==> src/rtl/s_mem_arbiter_if.sv <==
// Requester-side bus of the S-memory arbiter.
//   req       requester -> arbiter  request / keep ownership, one bit per requester
//   addr_i    requester -> arbiter  packed addresses, requester i at [i*AW +: AW]
//   wrdata_i  requester -> arbiter  packed write data, requester i at [i*DW +: DW]
//   wren_i    requester -> arbiter  write enables, one bit per requester
//   gnt       arbiter -> requester  one-hot or zero ownership grant
//   rddata    arbiter -> requester  read data, broadcast
//   rdvalid   arbiter -> requester  per-requester read-data valid pulse
//   busy      arbiter -> requester  high while any grant is active
interface s_mem_arbiter_if #(
    parameter int unsigned NREQ = 3,
    parameter int unsigned AW   = 8,
    parameter int unsigned DW   = 8
);
    logic [NREQ-1:0]    req;
    logic [NREQ*AW-1:0] addr_i;
    logic [NREQ*DW-1:0] wrdata_i;
    logic [NREQ-1:0]    wren_i;
    logic [NREQ-1:0]    gnt;
    logic [DW-1:0]      rddata;
    logic [NREQ-1:0]    rdvalid;
    logic               busy;

    // Requester side drives requests and access fields
    modport master (
        output req, addr_i, wrdata_i, wren_i,
        input  gnt, rddata, rdvalid, busy
    );

    // Arbiter side returns grants and read data
    modport slave (
        input  req, addr_i, wrdata_i, wren_i,
        output gnt, rddata, rdvalid, busy
    );
endinterface

==> src/rtl/s_mem_arbiter.sv <==
// Round-robin arbiter sharing the single-port 256x8 S-memory among NREQ
// requesters (0 = init, 1 = ksa, 2 = prga). A requester keeps ownership for as
// long as it holds req, so multi-cycle sweeps run uninterrupted. The owner's
// address/data/write-enable are muxed onto the memory port; reads return one
// cycle later with a per-requester valid pulse.
// Ports:
//   clk         system clock, all state on posedge
//   rst         synchronous active-high reset
//   rq          requester bus (slave modport of s_mem_arbiter_if)
//   mem_addr    address to s_mem (combinational from owner)
//   mem_wrdata  write data to s_mem (combinational from owner)
//   mem_wren    write enable to s_mem (combinational, valid access only)
//   mem_q       read data from s_mem, one cycle after address
module s_mem_arbiter #(
    parameter int unsigned NREQ = 3,
    parameter int unsigned AW   = 8,
    parameter int unsigned DW   = 8
) (
    input  logic                clk,
    input  logic                rst,
    s_mem_arbiter_if.slave      rq,
    output logic [AW-1:0]       mem_addr,
    output logic [DW-1:0]       mem_wrdata,
    output logic                mem_wren,
    input  logic [DW-1:0]       mem_q
);

    localparam int unsigned IW = (NREQ > 1) ? $clog2(NREQ) : 1;

    typedef enum logic [0:0] {
        IDLE  = 1'b0,
        OWNED = 1'b1
    } state_t;

    state_t            state_q, state_d;
    // Round-robin pointer; while OWNED it is also the owner index
    logic [IW-1:0]     ptr_q, ptr_d;
    logic [NREQ-1:0]   gnt_q, gnt_d;
    logic [NREQ-1:0]   rdvalid_q, rdvalid_d;

    logic              found;
    logic [IW-1:0]     sel;
    int unsigned       scan_idx;
    logic              access;

    // First requester after ptr (wrapping); owner comes last, so a re-raised
    // req from the previous owner gets no priority
    always_comb begin
        found    = 1'b0;
        sel      = '0;
        scan_idx = 0;
        for (int unsigned k = 1; k <= NREQ; k++) begin
            scan_idx = 32'(ptr_q) + k;
            if (scan_idx >= NREQ) begin
                scan_idx = scan_idx - NREQ;
            end
            if (!found && rq.req[IW'(scan_idx)]) begin
                found = 1'b1;
                sel   = IW'(scan_idx);
            end
        end
    end

    // A cycle is a real memory access only while the owner still requests
    assign access = |(gnt_q & rq.req);

    // Owner's fields onto the memory port; all zero when nothing is granted
    always_comb begin
        mem_addr   = '0;
        mem_wrdata = '0;
        mem_wren   = 1'b0;
        if (state_q == OWNED) begin
            mem_addr   = rq.addr_i[32'(ptr_q)*AW +: AW];
            mem_wrdata = rq.wrdata_i[32'(ptr_q)*DW +: DW];
            mem_wren   = rq.wren_i[ptr_q] & access;
        end
    end

    // Next-state, grant and read-valid logic
    always_comb begin
        state_d   = state_q;
        ptr_d     = ptr_q;
        gnt_d     = gnt_q;
        rdvalid_d = '0;

        // Read return is tagged with the issuing owner, so it still lands on
        // that requester if ownership moves at the same edge
        if (access && !rq.wren_i[ptr_q]) begin
            rdvalid_d = NREQ'(1) << ptr_q;
        end

        case (state_q)
            IDLE: begin
                if (found) begin
                    state_d = OWNED;
                    ptr_d   = sel;
                    gnt_d   = NREQ'(1) << sel;
                end
            end
            OWNED: begin
                if (!rq.req[ptr_q]) begin
                    if (found) begin
                        // Hand over directly, no idle cycle in between
                        ptr_d = sel;
                        gnt_d = NREQ'(1) << sel;
                    end else begin
                        state_d = IDLE;
                        gnt_d   = '0;
                    end
                end
            end
            default: begin
                state_d = IDLE;
                gnt_d   = '0;
            end
        endcase
    end

    // State register; reset points at NREQ-1 so requester 0 wins first
    always_ff @(posedge clk) begin
        if (rst) begin
            state_q   <= IDLE;
            ptr_q     <= IW'(NREQ - 1);
            gnt_q     <= '0;
            rdvalid_q <= '0;
        end else begin
            state_q   <= state_d;
            ptr_q     <= ptr_d;
            gnt_q     <= gnt_d;
            rdvalid_q <= rdvalid_d;
        end
    end

    assign rq.gnt     = gnt_q;
    assign rq.rdvalid = rdvalid_q;
    assign rq.rddata  = mem_q;
    assign rq.busy    = |gnt_q;

endmodule

==> src/flat_wrapper.sv <==
// flat-port wrapper written by rule: the top's interface ports become plain ports
module s_mem_arbiter_flat 
#(
    parameter int unsigned NREQ = 3,
    parameter int unsigned AW   = 8,
    parameter int unsigned DW   = 8
)
  (clk, rst, mem_addr, mem_wrdata, mem_wren, mem_q, rq_req, rq_addr_i, rq_wrdata_i, rq_wren_i, rq_gnt, rq_rddata, rq_rdvalid, rq_busy);
  s_mem_arbiter_if #(.NREQ(NREQ), .AW(AW), .DW(DW)) rq_i ();
  input  logic clk;
  input  logic rst;
  output logic [AW-1:0] mem_addr;
  output logic [DW-1:0] mem_wrdata;
  output logic mem_wren;
  input  logic [DW-1:0] mem_q;
  input wire logic [$bits(rq_i.req)-1:0] rq_req;
  input wire logic [$bits(rq_i.addr_i)-1:0] rq_addr_i;
  input wire logic [$bits(rq_i.wrdata_i)-1:0] rq_wrdata_i;
  input wire logic [$bits(rq_i.wren_i)-1:0] rq_wren_i;
  output wire logic [$bits(rq_i.gnt)-1:0] rq_gnt;
  output wire logic [$bits(rq_i.rddata)-1:0] rq_rddata;
  output wire logic [$bits(rq_i.rdvalid)-1:0] rq_rdvalid;
  output wire logic [$bits(rq_i.busy)-1:0] rq_busy;
  assign rq_i.req = rq_req;
  assign rq_i.addr_i = rq_addr_i;
  assign rq_i.wrdata_i = rq_wrdata_i;
  assign rq_i.wren_i = rq_wren_i;
  assign rq_gnt = rq_i.gnt;
  assign rq_rddata = rq_i.rddata;
  assign rq_rdvalid = rq_i.rdvalid;
  assign rq_busy = rq_i.busy;
  s_mem_arbiter #(.NREQ(NREQ), .AW(AW), .DW(DW)) u_core (.clk(clk), .rst(rst), .rq(rq_i), .mem_addr(mem_addr), .mem_wrdata(mem_wrdata), .mem_wren(mem_wren), .mem_q(mem_q));
endmodule
==> config.mk <==
export PLATFORM = sky130hd
export DESIGN_NAME = s_mem_arbiter_flat
export DESIGN_NICKNAME = d
export VERILOG_FILES = /design/src/rtl/s_mem_arbiter_if.sv /design/src/rtl/s_mem_arbiter.sv /design/src/flat_wrapper.sv
export SDC_FILE = /design/constraint.sdc
export NUM_CORES = 1
export LEC_CHECK = 0
export BUFFER_PORTS_ARGS = -buffer_cell sky130_fd_sc_hd__buf_4
export CORE_UTILIZATION = 31
export CTS_CLUSTER_DIAMETER = 80
export CTS_CLUSTER_SIZE = 14
export DETAILED_ROUTE_END_ITERATION = 12
export PLACE_DENSITY = 0.67
export SLEW_MARGIN = 20
export SYNTH_ARGS = -nofsm -noshare
export SYNTH_HDL_FRONTEND = slang
export SYNTH_SLANG_ARGS = --single-unit
==> constraint.sdc <==
create_clock -name clk -period 3.4 [get_ports clk]
set_clock_uncertainty 0.2 [all_clocks]
set_input_delay 0.17 -clock clk [delete_from_list [all_inputs] [get_ports clk]]
set_output_delay 0.17 -clock clk [all_outputs]
set_load 0.03 [all_outputs]
# == Word-level counts from Yosys, hierarchy flattened ==
# Index checks and enable logic that the tools add are counted.
# Widths: inputs -> output; s select.
# op_classes
n_addsub,6
order_cmp,7
eq_ne,2
shift,4
n_mux,32
n_bitwise,4
n_reduce_logical,10
# ops
op,count
$shiftx 24x6->8,2
$mux 2,8
$mux 8,2
$lt 2x3->1 const B,4
$mux 1,11
$bmux 1 s2,5
$ge 3x2->1 const B,3
$mux 3,3
$add 2x2->3 const B,2
$pmux 3 s2,1
$reduce_or 3->1,2
$shl 1x2->3 const A,2
$sub 2x2->2 const B,3
$pmux 2 s2,1
$add 2x1->3 const B,1
$and 3x3->3,1
$logic_and 1x1->1,3
$logic_not 1->1,3
$ne 2x1->1 const B,1
$ne 2x2->1 const B,1
$not 1->1,2
$pmux 1 s2,1
$reduce_and 2->1,1
$reduce_or 2->1,1
$and 1x1->1,1
# word_totals
regBits,9
inputBits,64
output_inout_bits,32
word_cells,69

# == Logic depth before layout (Yosys ltp) ==
# depth
ltp_word,16
depth_mapped,10
depth_no_buf,7

# == Worst setup path before layout ==
# Ideal clock, no wire load.
# synth_timing
kind,register to register
startpoint,register u_core.ptr_q[1]
endpoint,"register u_core.gnt_q[0], in the netlist u_core.rq.gnt[0]"
setup_time_ns,0.074
arrival_ns,2.352
required_time_ns,3.126
setup_slack_ns,0.774
path_stages_with_launch,11
n_path_buf,3
period_less_slack_ns,2.626
cell_sequence,dfxtp_1 -> clkbuf_1 -> buf_2 -> inv_1 -> ha_1 -> buf_6 -> or2b_1 -> nand3_1 -> nand2_2 -> or4b_1 -> a31oi_1
# synth_via
elab_chain_len,16
elab_cells_between_ends,38
cone_classes,add/sub: 6; order compare: 3; eq/ne: 2; shift: 1; mux: 21; reduce/logical: 5
# synth_rtl
item,line_no,source
start: declaration,s_mem_arbiter.sv:37,"logic [IW-1:0] ptr_q, ptr_d;"
start signal: assignment,s_mem_arbiter.sv:123,ptr_q <= IW'(NREQ - 1);
start signal: assignment,s_mem_arbiter.sv:128,ptr_q <= ptr_d;
$add 2x1->3,s_mem_arbiter.sv:53,scan_idx = 32'(ptr_q) + k;
$ge 3x2->1 or $sub 2x2->2 (tied branches),"s_mem_arbiter.sv:54, s_mem_arbiter.sv:55",
$mux 2,s_mem_arbiter.sv:54,if (scan_idx >= NREQ) begin
$bmux 1 s2,s_mem_arbiter.sv:57,if (!found && rq.req[IW'(scan_idx)]) begin
$mux 1 (implied by the code),s_mem_arbiter.sv:57,
$mux 1,s_mem_arbiter.sv:57,
$logic_not 1->1,s_mem_arbiter.sv:57,
$logic_and 1x1->1,s_mem_arbiter.sv:57,
$mux 1,s_mem_arbiter.sv:57,
$logic_not 1->1,s_mem_arbiter.sv:57,
$logic_and 1x1->1,s_mem_arbiter.sv:57,
$mux 2,s_mem_arbiter.sv:57,
$shl 1x2->3,"s_mem_arbiter.sv:97, s_mem_arbiter.sv:105",
$mux 3,s_mem_arbiter.sv:102,if (found) begin
$mux 3,s_mem_arbiter.sv:101,if (!rq.req[ptr_q]) begin
$pmux 3 s2,s_mem_arbiter.sv:92,case (state_q)
end signal: assignment,s_mem_arbiter.sv:129,gnt_q <= gnt_d;
end: declaration,s_mem_arbiter.sv:38,"logic [NREQ-1:0] gnt_q, gnt_d;"
# Several ways; a longest one is shown, not always the timed one. The select of a mux whose other input is x is not followed.
# A chain may end at the register's enable or synchronous reset.

# == Final worst setup path ==
# Ends and elaborated chain as after synthesis.

==> summary.log <==
qor: floorplan.rows 21
qor: finish.nNetsFinal 294
qor: global_routing.grt_first_pass_wirelength 5685 µm
qor: floorplan.design.die.area 0.003903 mm²
qor: floorplan.core 0.003416 mm²
qor: synthesis.synth_cell_types 39
qor: clock_tree.cts_inserted_buffers 3
qor: routing.detailedRoute.firstPassIterationCount 4
qor: power_and_ir_drop.power.switching 0.0006761 W
qor: synthesis.synth_edf_count 0
qor: global_routing.globalRoute.totalOverflow 0
qor: global_routing.grt_max_degree 28
qor: synthesis.synthesis.nets 222
qor: synthesis.mapped_area 0.001134 mm²
qor: power_and_ir_drop.cell_internal_pwr 0.0006240 W
qor: clock_tree.ctsLongestPathBuffers 2
qor: clock_tree.htree_num_levels 1
qor: clock_tree.tritoncts_clock_tree yes
qor: sta.timing.slew.headroom 0.6112
qor: hold_path.worstHoldStart rq_req[1]
qor: routing.route.vias.total 1329
qor: synthesis.ys_seq_elements 9
qor: power_and_ir_drop.power.density_cell_area 738.5 mW/mm²
qor: run_status.run_status completed
qor: floorplan.num_io_pins 96
qor: sta.worst_hold_slack 0.1338 ns
qor: critical_path.worst_ep_arrival_time 2.51 ns
qor: critical_path.cp_slowest_stage_delay 0.51 ns
qor: synthesis.ys_top_cells_by_count sky130_fd_sc_hd__a21oi_1 (22), sky130_fd_sc_hd__nor2_1 (22), sky130_fd_sc_hd__mux2i_1 (21)
qor: critical_path.slowest_stage sky130_fd_sc_hd__or4b_1
qor: critical_path.reg2reg_slack 0.89 ns
qor: critical_path.timing.critical_path.max_delay_family simple AND/OR/NAND/NOR gates
qor: finish.antenna-diode-count 0
qor: finish.layout-drive-gt1-share 0.3938
qor: clock_tree.cts.clk_slew.worst_paths 0.08 ns
qor: power_and_ir_drop.peakVddDrop 0.4058 mV
qor: sta.grt_setup_unrepaired false
qor: synthesis.post_synth_main_area_contributors sky130_fd_sc_hd__mux2i_1 (19%), sky130_fd_sc_hd__dfxtp_1 (16%), sky130_fd_sc_hd__a21oi_1 (9.7%)
qor: critical_path.critical_path.startpoint_type flop
qor: synthesis.synth_area_per_cell 7.313 µm²
qor: place.dpl.cell_count 264
qor: clock_tree.ctsRootBufferMaster sky130_fd_sc_hd__clkbuf_4
qor: clock_tree.cts.sinks 9
qor: sta.max_slew.worst_pin.slew 0.5823 ns
qor: sta.tns 0 ns
qor: global_routing.grt_pass1_vias 1284
qor: synthesis.syn-instance-count 155
qor: routing.avgRoutedWirePerCell 12.37 µm
qor: routing.routed_wirelength 3365 µm
qor: floorplan.die_h 62.47 µm
qor: critical_path.worstRegToRegCells 7
qor: synthesis.synthDominantCellAreaShare 0.1854
qor: synthesis.postSynth.topFlopCell sky130_fd_sc_hd__dfxtp_1
qor: critical_path.worstReg2RegEnd u_core.rq.gnt[0]
qor: critical_path.crit_required 3.40 ns
qor: power_and_ir_drop.pwr-share-clk 0.068
qor: sta.fmax 398.2 MHz
qor: finish.syn_to_final_growth 55.30%
qor: finish.finish.cell_count_without_fillers 272
qor: routing.drt_iter0_drc 60
qor: critical_path.timing.rr.start u_core.ptr_q[1]
qor: critical_path.critPathKind reg -> reg
qor: sta.slew_viol_final 0
qor: critical_path.crit_buf_inv 1
qor: critical_path.critical_path_end_type flop
qor: routing.drc 0
qor: clock_tree.postCtsSetupRepairBufs 0
qor: place.dp_hpwl 2508 µm
qor: place.gp_routability_congestion 0.8721
qor: synthesis.synth.largest_area_cell sky130_fd_sc_hd__mux2i_1
qor: clock_tree.worst_skew_pair.late_latency 0.27 ns
qor: hold_path.hp-class in -> reg
qor: critical_path.crit_path_max_fanout 22
qor: sta.final_hold_viol_count 0
qor: global_routing.grtUsageTotal 0.1766
qor: floorplan.die_w 62.47 µm
qor: hold_path.hold_path_end u_core.rq.gnt[0]
qor: routing.final_antenna_net_count 0
qor: synthesis.synthArstFlopShare 0
qor: synthesis.synth_warnings 0
qor: routing.detail_route.vias_per_cell 4.886
qor: critical_path.critical_path.cell_chain buf_4 > ha_1 > mux2_2 > a2bb2oi_2 > nand2_2 > or4b_1 > a31oi_1
qor: finish.finalCoreUtilization 0.5154
qor: synthesis.yosysSeqAreaShare 0.1589
qor: run.max-cap-violations 0
qor: sta.setup-violations-final 0
qor: power_and_ir_drop.p_seq_frac 0.137
qor: power_and_ir_drop.p_total 0.001300 W
qor: floorplan.initial_core_util 0.3319
qor: place.port_buffer_count 79
qor: power_and_ir_drop.netSwitchingFraction 0.5201
qor: power_and_ir_drop.combinational_group_share_of_total_power 0.795
qor: global_routing.grt_antenna_before_repair 0
qor: sta.final_worst_path_period_share 0.7386
qor: hold_path.timing.hold.worst_path_depth 4
qor: sta.fin_crit 2.511 ns
qor: power_and_ir_drop.pleak 0.9098 nW
## cell type report
class	instances	area, µm²
Sequential cell	9	180.2
Multi-Input combinational cell	124	828.3
Clock buffer	3	22.52
Tap cell	46	57.56
Timing Repair Buffer	86	655.6
Fill cell	378	1655
Clock inverter	1	5.005
Inverter	3	11.26
## worst max path at each step
stage	start	to	slack, ns	depth (start not counted)
floorplan	u_core.ptr_q[1]	u_core.rq.gnt[0]	0.77	10
global placement	u_core.ptr_q[1]	u_core.rq.gnt[0]	0.94	7
detailed placement	u_core.ptr_q[1]	u_core.rq.gnt[0]	0.89	7
CTS	u_core.ptr_q[1]	u_core.rq.gnt[0]	0.87	7
global route	u_core.ptr_q[1]	u_core.ptr_q[1]	0.70	7
finish	u_core.ptr_q[1]	u_core.rq.gnt[0]	0.89	7
## cell families (layout without fill, tap and decap cells)
logic type	count (synthesis)	in the layout	synth area share
buf+inv	22	93	0.1104
flops	9	9	0.1589
fa+ha+maj	3	3	0.03312
xor+xnor	1	1	0.007728
mux	22	22	0.1954
compound gates	37	37	0.2020
simple gates	61	61	0.2925
## worst register-to-register path, delay by kind of cell (launching register included)
family	cells	cell delay, ns
AO/OA/AOI/OAI	2	0.32
multiplexers	1	0.36
adder cells (fa/ha/maj)	1	0.28
buffers and inverters	1	0.34
flip-flops	1	0.34
AND/OR/NAND/NOR	2	0.62
## state kept, by name, summed over array words and instances, names as in the netlist
register and cells:
u_core.ptr_q 2, u_core.rq.gnt 3, u_core.rq.rdvalid 3, u_core.state_q 1
## power groups by stage
| stage | clock network, W | logic [W] | registers (W) |
|---|---|---|---|
| floorplan | 0 | 0.000762 | 0.000193 |
| global placement | 0 | 0.00103 | 0.000180 |
| detailed placement | 0 | 0.00103 | 0.000180 |
| CTS | 0.0000909 | 0.00104 | 0.000179 |
| global route | 0.0000944 | 0.00113 | 0.000184 |
| finish | 0.0000887 | 0.00103 | 0.000178 |
## per-layer routing
layer | vias up | part of all wire | global-route usage
met5 | - | 0 | 0
met3 | 2 | 0.076 | 0.04927
met4 | 0 | 0.0012 | 0.02326
li1 | 684 | - | -
met1 | 587 | 0.45 | 0.2130
met2 | 56 | 0.48 | 0.3152
## per-stage QoR
step           setup slack, ns  instance area (µm²)
2_1_floorplan           0.7741                 1134
3_3_place_gp            0.9434                 1693
3_5_place_dp            0.8870                 1693
4_1_cts                 0.8688                 1760
5_1_grt                 0.7041                 1760
6_report                0.8889                 1760
## cells in the final DEF, fill, tap and decap left out, drive strengths merged, types with 4 or more instances in the layout
| master | Yosys | routed |
|---|---|---|
| mux2i | 21 | 21 |
| nor2b | 16 | 16 |
| buf | 14 | 82 |
| dfxtp | 9 | 9 |
| o21ai | 4 | 4 |
| nand3 | 4 | 4 |
| dlygate4sd3 | 0 | 4 |
| a21oi | 22 | 22 |
| nor2 | 22 | 22 |
## timing repair
action                    4_1_cts  5_1_grt
gates resized for setup         0        0
hold buffers                    4        0
hold endpoints to repair        8        0
Note: power is estimated with default switching activity, not from simulation.
